===== config.mk =====
export PLATFORM = sky130hd
export DESIGN_NAME = wb_regfile
export DESIGN_NICKNAME = d
export VERILOG_FILES = /design/src/rtl/wb_regfile.sv
export SDC_FILE = /design/constraint.sdc
export NUM_CORES = 2
export LEC_CHECK = 0
export ABC_CLOCK_PERIOD_IN_PS = 6800
export BUFFER_PORTS_ARGS = -buffer_cell sky130_fd_sc_hd__buf_2
export CAP_MARGIN = 20
export CORE_MARGIN = 2
export CORE_UTILIZATION = 30
export DETAILED_ROUTE_END_ITERATION = 6
export HOLD_SLACK_MARGIN = 0.12
export SYNTH_ARGS = -nofsm -noshare
export SYNTH_HDL_FRONTEND = slang
export SYNTH_SLANG_ARGS = --single-unit

===== constraint.sdc =====
create_clock -name clk -period 6.8 [get_ports clk]
set_clock_uncertainty 0.15 [all_clocks]
set_input_delay 1.02 -clock clk [delete_from_list [all_inputs] [get_ports clk]]
set_output_delay 1.02 -clock clk [all_outputs]
set_load 0.01 [all_outputs]

===== src/rtl/wb_regfile.sv =====
// ============================================================================
//  Module      : wb_regfile
//  Description : Write-back stage register file with same-cycle bypass on both
//                read ports, EX forwarding bus and a retired-instruction count.
//  Revision    : 1.0  initial release
// ============================================================================
`default_nettype none

module wb_regfile #(
    parameter int DATA_W = 32,
    parameter int ADDR_W = 5
) (
    input  logic              clk,
    input  logic              reset,
    input  logic              valid_in,
    input  logic [DATA_W-1:0] mem_data_in,
    input  logic [DATA_W-1:0] alu_result_in,
    input  logic [ADDR_W-1:0] reg_write_addr_in,
    input  logic              reg_write_en_in,
    input  logic              mem_to_reg_in,
    input  logic [ADDR_W-1:0] rs_addr,
    input  logic [ADDR_W-1:0] rt_addr,
    output logic [DATA_W-1:0] rs_data,
    output logic [DATA_W-1:0] rt_data,
    output logic [DATA_W-1:0] wb_data_out,
    output logic [ADDR_W-1:0] wb_addr_out,
    output logic              wb_en_out,
    output logic [31:0]       retired_count
);

    localparam int NREGS = 2 ** ADDR_W;

    logic [DATA_W-1:0] regs_q [NREGS];
    logic [31:0]       retired_q;
    logic [31:0]       retired_d;
    logic [DATA_W-1:0] wb_data;
    logic              we;

    assign wb_data = mem_to_reg_in ? mem_data_in : alu_result_in;

    // reset gates the write so bypass is also suppressed while in reset
    assign we = reset & valid_in & reg_write_en_in & (reg_write_addr_in != '0);

    assign retired_d = valid_in ? retired_q + 32'd1 : retired_q;

    always_comb begin
        rs_data = regs_q[rs_addr];
        if (rs_addr == '0) begin
            rs_data = '0;
        end else if (we && (rs_addr == reg_write_addr_in)) begin
            rs_data = wb_data;
        end
    end

    always_comb begin
        rt_data = regs_q[rt_addr];
        if (rt_addr == '0) begin
            rt_data = '0;
        end else if (we && (rt_addr == reg_write_addr_in)) begin
            rt_data = wb_data;
        end
    end

    always_ff @(posedge clk) begin
        if (!reset) begin
            for (int i = 0; i < NREGS; i++) begin
                regs_q[i] <= '0;
            end
            retired_q <= 32'd0;
        end else begin
            if (we) begin
                regs_q[reg_write_addr_in] <= wb_data;
            end
            retired_q <= retired_d;
        end
    end

    assign wb_data_out   = wb_data;
    assign wb_addr_out   = reg_write_addr_in;
    assign wb_en_out     = we;
    assign retired_count = retired_q;

endmodule

`default_nettype wire


-- Word-level counts from Yosys, hierarchy flattened
Memories as Yosys holds them, arrays and structs flattened.
Index checks and enable logic that the tools add are counted.
- add/sub/neg operators: 1
- equality and inequality tests: 2
- mux-type cells: 12
- bitwise operators: 3
- reduce and logical (&&, ||, !) cells: 6
- operator list (kind ; count):
    32-bit 2-to-1 mux ; 6
    32-bit by 1-bit adder with 32-bit output (second input constant) ; 1
    32-bit OR reduction ; 1
    5-bit equality test ; 2
    5-bit logical NOT ; 2
    1-bit 2-to-1 mux ; 5
    5-bit 2-to-1 mux ; 1
    5-bit nonzero test ; 1
    1-bit bitwise AND ; 3
    1-bit logical AND ; 2
- register bits: 32
- memory bits (writable): 1024
- bits of input ports: 84
- output and inout port bits: 134
- logic and storage cells: 26
- memories: 1
- memories (memory ; depth ; bits a word ; rd ports ; clocked after memory_dff ; wr ports ; RTL line ; source):
    regs_q ; 32 ; 32 ; 2 ; 0 ; 32 ; 33 ; logic [DATA_W-1:0] regs_q [NREGS];

-- Logic depth before layout (Yosys ltp)
- depth in word-level cells: 8
- gate-level depth with buffers: 10
- gate-level depth less buffers: 6

-- Least setup slack after synthesis
No wires, ideal clock.
- path type: input -> output
- start: in rt_addr[0]
- end: out rt_data[10]
- arrival time: 2868 ps
- data required time: 5630 ps
- path slack: 2762 ps
- stages on the path: 7
- buffers on the path: 2
- cells stage by stage: buf_6 > buf_2 > mux4_2 > mux4_2 > and2_1 > a311oi_1 > a211oi_1
- cells in the longest elaborated chain, start to end: 4
- elaborated cells between the ends (all ways): 6
- those cells by class: eq/ne: 1; mux: 2; reduce/logical: 2; memory: 1
- RTL lines (item ; RTL line ; source):
    start: declaration ; 22 ; input logic [ADDR_W-1:0] rt_addr,
    branches (longest 3 deep; another with memory read 32 x 32 bit) ; - ;
    32-bit 2-to-1 mux * ; 57 ; if (rt_addr == '0) begin
    end: declaration ; 24 ; output logic [DATA_W-1:0] rt_data,
Every way passes the cells marked *.

-- Worst setup path after layout
- start: in valid_in
- end: out rs_data[9]
- cells in the longest elaborated chain, start to end: 6
- RTL lines (item ; RTL line ; source):
    start: declaration ; 15 ; input logic valid_in,
    1-bit bitwise AND (3 in a row) ; 42 ; assign we = reset & valid_in & reg_write_en_in & (reg_write_addr_in != '0);
    1-bit logical AND ; 50 ; end else if (we && (rs_addr == reg_write_addr_in)) begin
    32-bit 2-to-1 mux ; 50 ;
    32-bit 2-to-1 mux ; 48 ; if (rs_addr == '0) begin
    end: declaration ; 23 ; output logic [DATA_W-1:0] rs_data,
No other way between the ends.

==> flow_metrics.tcl <==
set metrics [dict create \
    status "complete, no violations" \
    hold_class "reg2reg" \
    synth.top_cell.area_share_pct 56.1 \
    clk_pin_slew_ns 0.06 \
    power_mw 15.8 \
    setup_tns_ns 0 \
    post_cts.repair.setup_buffers 0 \
    start_kind "input port" \
    gr-usage-all-layers_pct 22.8 \
    dieHeight_um 432 \
    area_delta_synth_final_pct 15.1 \
    holdWs_ns 0.335 \
    fin_util_pct 34.8 \
    final_hold_viol_count 0 \
    power_density_nw_per_um2 251 \
    yosys_register_bits 1056 \
    grt_pass1_vias 38556 \
    power.leakage_nw 22.0 \
    wl_per_cell_um 32.8 \
    drtAntennaViolNets 0 \
    start_util_pct 30.3 \
    viasPerCell 5.99 \
    setup_viol 0 \
    overflow 0 \
    vias 39363 \
    io_pins 218 \
    place.gp.congestion 0.870 \
    netlist_top_cells_count "1068 x nor2_1, 1024 x edfxtp_1, 504 x mux4_2" \
    cts_tree "yes" \
    io_buffers 217 \
    cts_buffer_depth 3 \
    worst_ep_arrival_time_ns 4.38 \
    max-cap-violations 0 \
    syn-cell-area_um2 54800 \
    ys_seq_area_share_pct 57.2 \
    max_freq_mhz 180 \
    ir_worst_vdd_uv 223 \
    hpwlAfterDp_um 130000 \
    final_nets 4194 \
    drt_iter0_markers 6610 \
    cts_root_buf "clkbuf_16" \
    cts-htree-levels 3 \
    synthArstFlopShare_pct 0 \
    synth_area_leaders "edfxtp_1 56%, mux4_2 21%, nor2_1 7.3%" \
    synth-main-ff-cell "edfxtp_1" \
    grt_max_degree 67 \
    endpoint_kind "primary output" \
    yosysMostFrequentCell "nor2_1" \
    drt_wl_total_um 216000 \
    critPathKind "in2out" \
    synth_edf_count 1024 \
    fin_crit_ns 5.55 \
    synth.distinct_cells 62 \
    syn-instance-count 3961 \
    slew_viol_final 0 \
    nFillCells 17345 \
    drive_gt1_share_pct 28.8 \
    cts_hold_buf 0 \
    avgSynthCellArea_um2 13.8 \
    core_area_um2 181000 \
    ys_warn_count 0 \
    cts_resized 0 \
    place_area_um2 59500 \
    slew_headroom_pct 21.6 \
    clk_latency_ns 0.73 \
    rsz0062_at_grt "false" \
    worstMarginPinSlew_ns 1.17 \
    grt_pass1_wl_um 299000 \
    cts_buffers 109 \
    chipWidth_um 432 \
    required_ns 5.63 \
    fin_area_um2 63100 \
    min_period_over_period_pct 81.6 \
    path_max_fanout 23 \
    first_pass_iters 6 \
    rows 156 \
    dieArea_um2 186000 \
    antenna_found_initial 13 \
    synth_area_leader_cell "edfxtp_1" \
    remaining_drc_errors 0 \
    cts_num_sinks 1056 \
]
flip-flops by register name, summed over array words and instances, names as in the netlist:
signal	cells
regs_q	1024
retired_count	32
layout by cell type, fill, tap and decap left out, types with 27 or more instances in the layout:
cell,count
buf_4,175
nand2_2,61
inv_1,44
a211oi_1,55
nor2_1,1066
o21ai_0,48
buf_2,210
nor2b_1,28
a21oi_1,42
a22oi_1,27
mux2i_1,144
and2_1,28
edfxtp_1,1024
mux2i_4,32
dfxtp_1,32
clkinv_2,28
nand2_1,109
mux4_2,504
nand3_1,42
conb_1,32
clkbuf_16,110
worst max-delay path: stages:
cell	delay, ns
buf_2	0.14
nand3_1	0.53
a31oi_1	0.65
and4_2	1.05
a211oi_1	0.16
a211oi_1	0.46
buf_4	0.22
buf_2	0.12
logic make-up (layout without fill, tap and decap cells):
group                      Yosys count  in the layout  share of synthesized area, %
and+or+nand+nor                   1429           1429                          10.6
DFF                               1056           1056                          57.2
muxes                              698            698                          24.3
buffers and inverters              456            663                          3.63
AOI/OAI and AO/OA                  285            285                          3.70
xor gates and xnor gates            35             35                         0.559
adders and majority gates            1              1                        0.0228
other                                1             36                       0.00684
area by class of cell:
cell class | count | area (um2) | share of cell area [%]
sequential | 1056 | 31400 | 49.7
multi-input combinational | 2480 | 22200 | 35.1
clock buffer | 132 | 2870 | 4.54
clock inverter | 69 | 563 | 0.892
antenna | 4 | 10.0 | 0.0159
timing repair buffer | 414 | 2950 | 4.67
inverter | 48 | 185 | 0.293
tap | 2370 | 2970 | 4.70
through the flow:
stage | setup slack [ns] | instances
2_1_floorplan | 2.76 | 3992
3_5_place_dp | 1.36 | 6359
6_report | 1.25 | 6573
5_1_grt | 1.18 | 6570
4_1_cts | 1.34 | 6560
3_3_place_gp | 1.40 | 6355
path summary, 6_finish.rpt:
| kind | to | slack (ns) | depth (start not counted) | startpoint |
|---|---|---|---|---|
| max | rs_data[9] | 1.25 | 8 | valid_in |
| min | retired_count[31] | 0.34 | 2 | retired_count[31] |
| max reg2reg | retired_count[29] | 4.22 | 5 | retired_count[4] |
| min reg2reg | retired_count[31] | 0.34 | 2 | retired_count[31] |
power breakdown:
part / switching (mW) / internal (mW)
combinational: 1.33 / 0.875
sequential: 0.170 / 7.47
clock: 2.70 / 3.26
routing by layer:
| metal | part of all wire [%] | global-route usage [%] |
|---|---|---|
| met5 | 0.038 | 0 |
| met3 | 12 | 5.13 |
| met1 | 36 | 30.0 |
| met4 | 5.5 | 10.9 |
| met2 | 46 | 35.6 |
(Power assumes the default switching activity.)
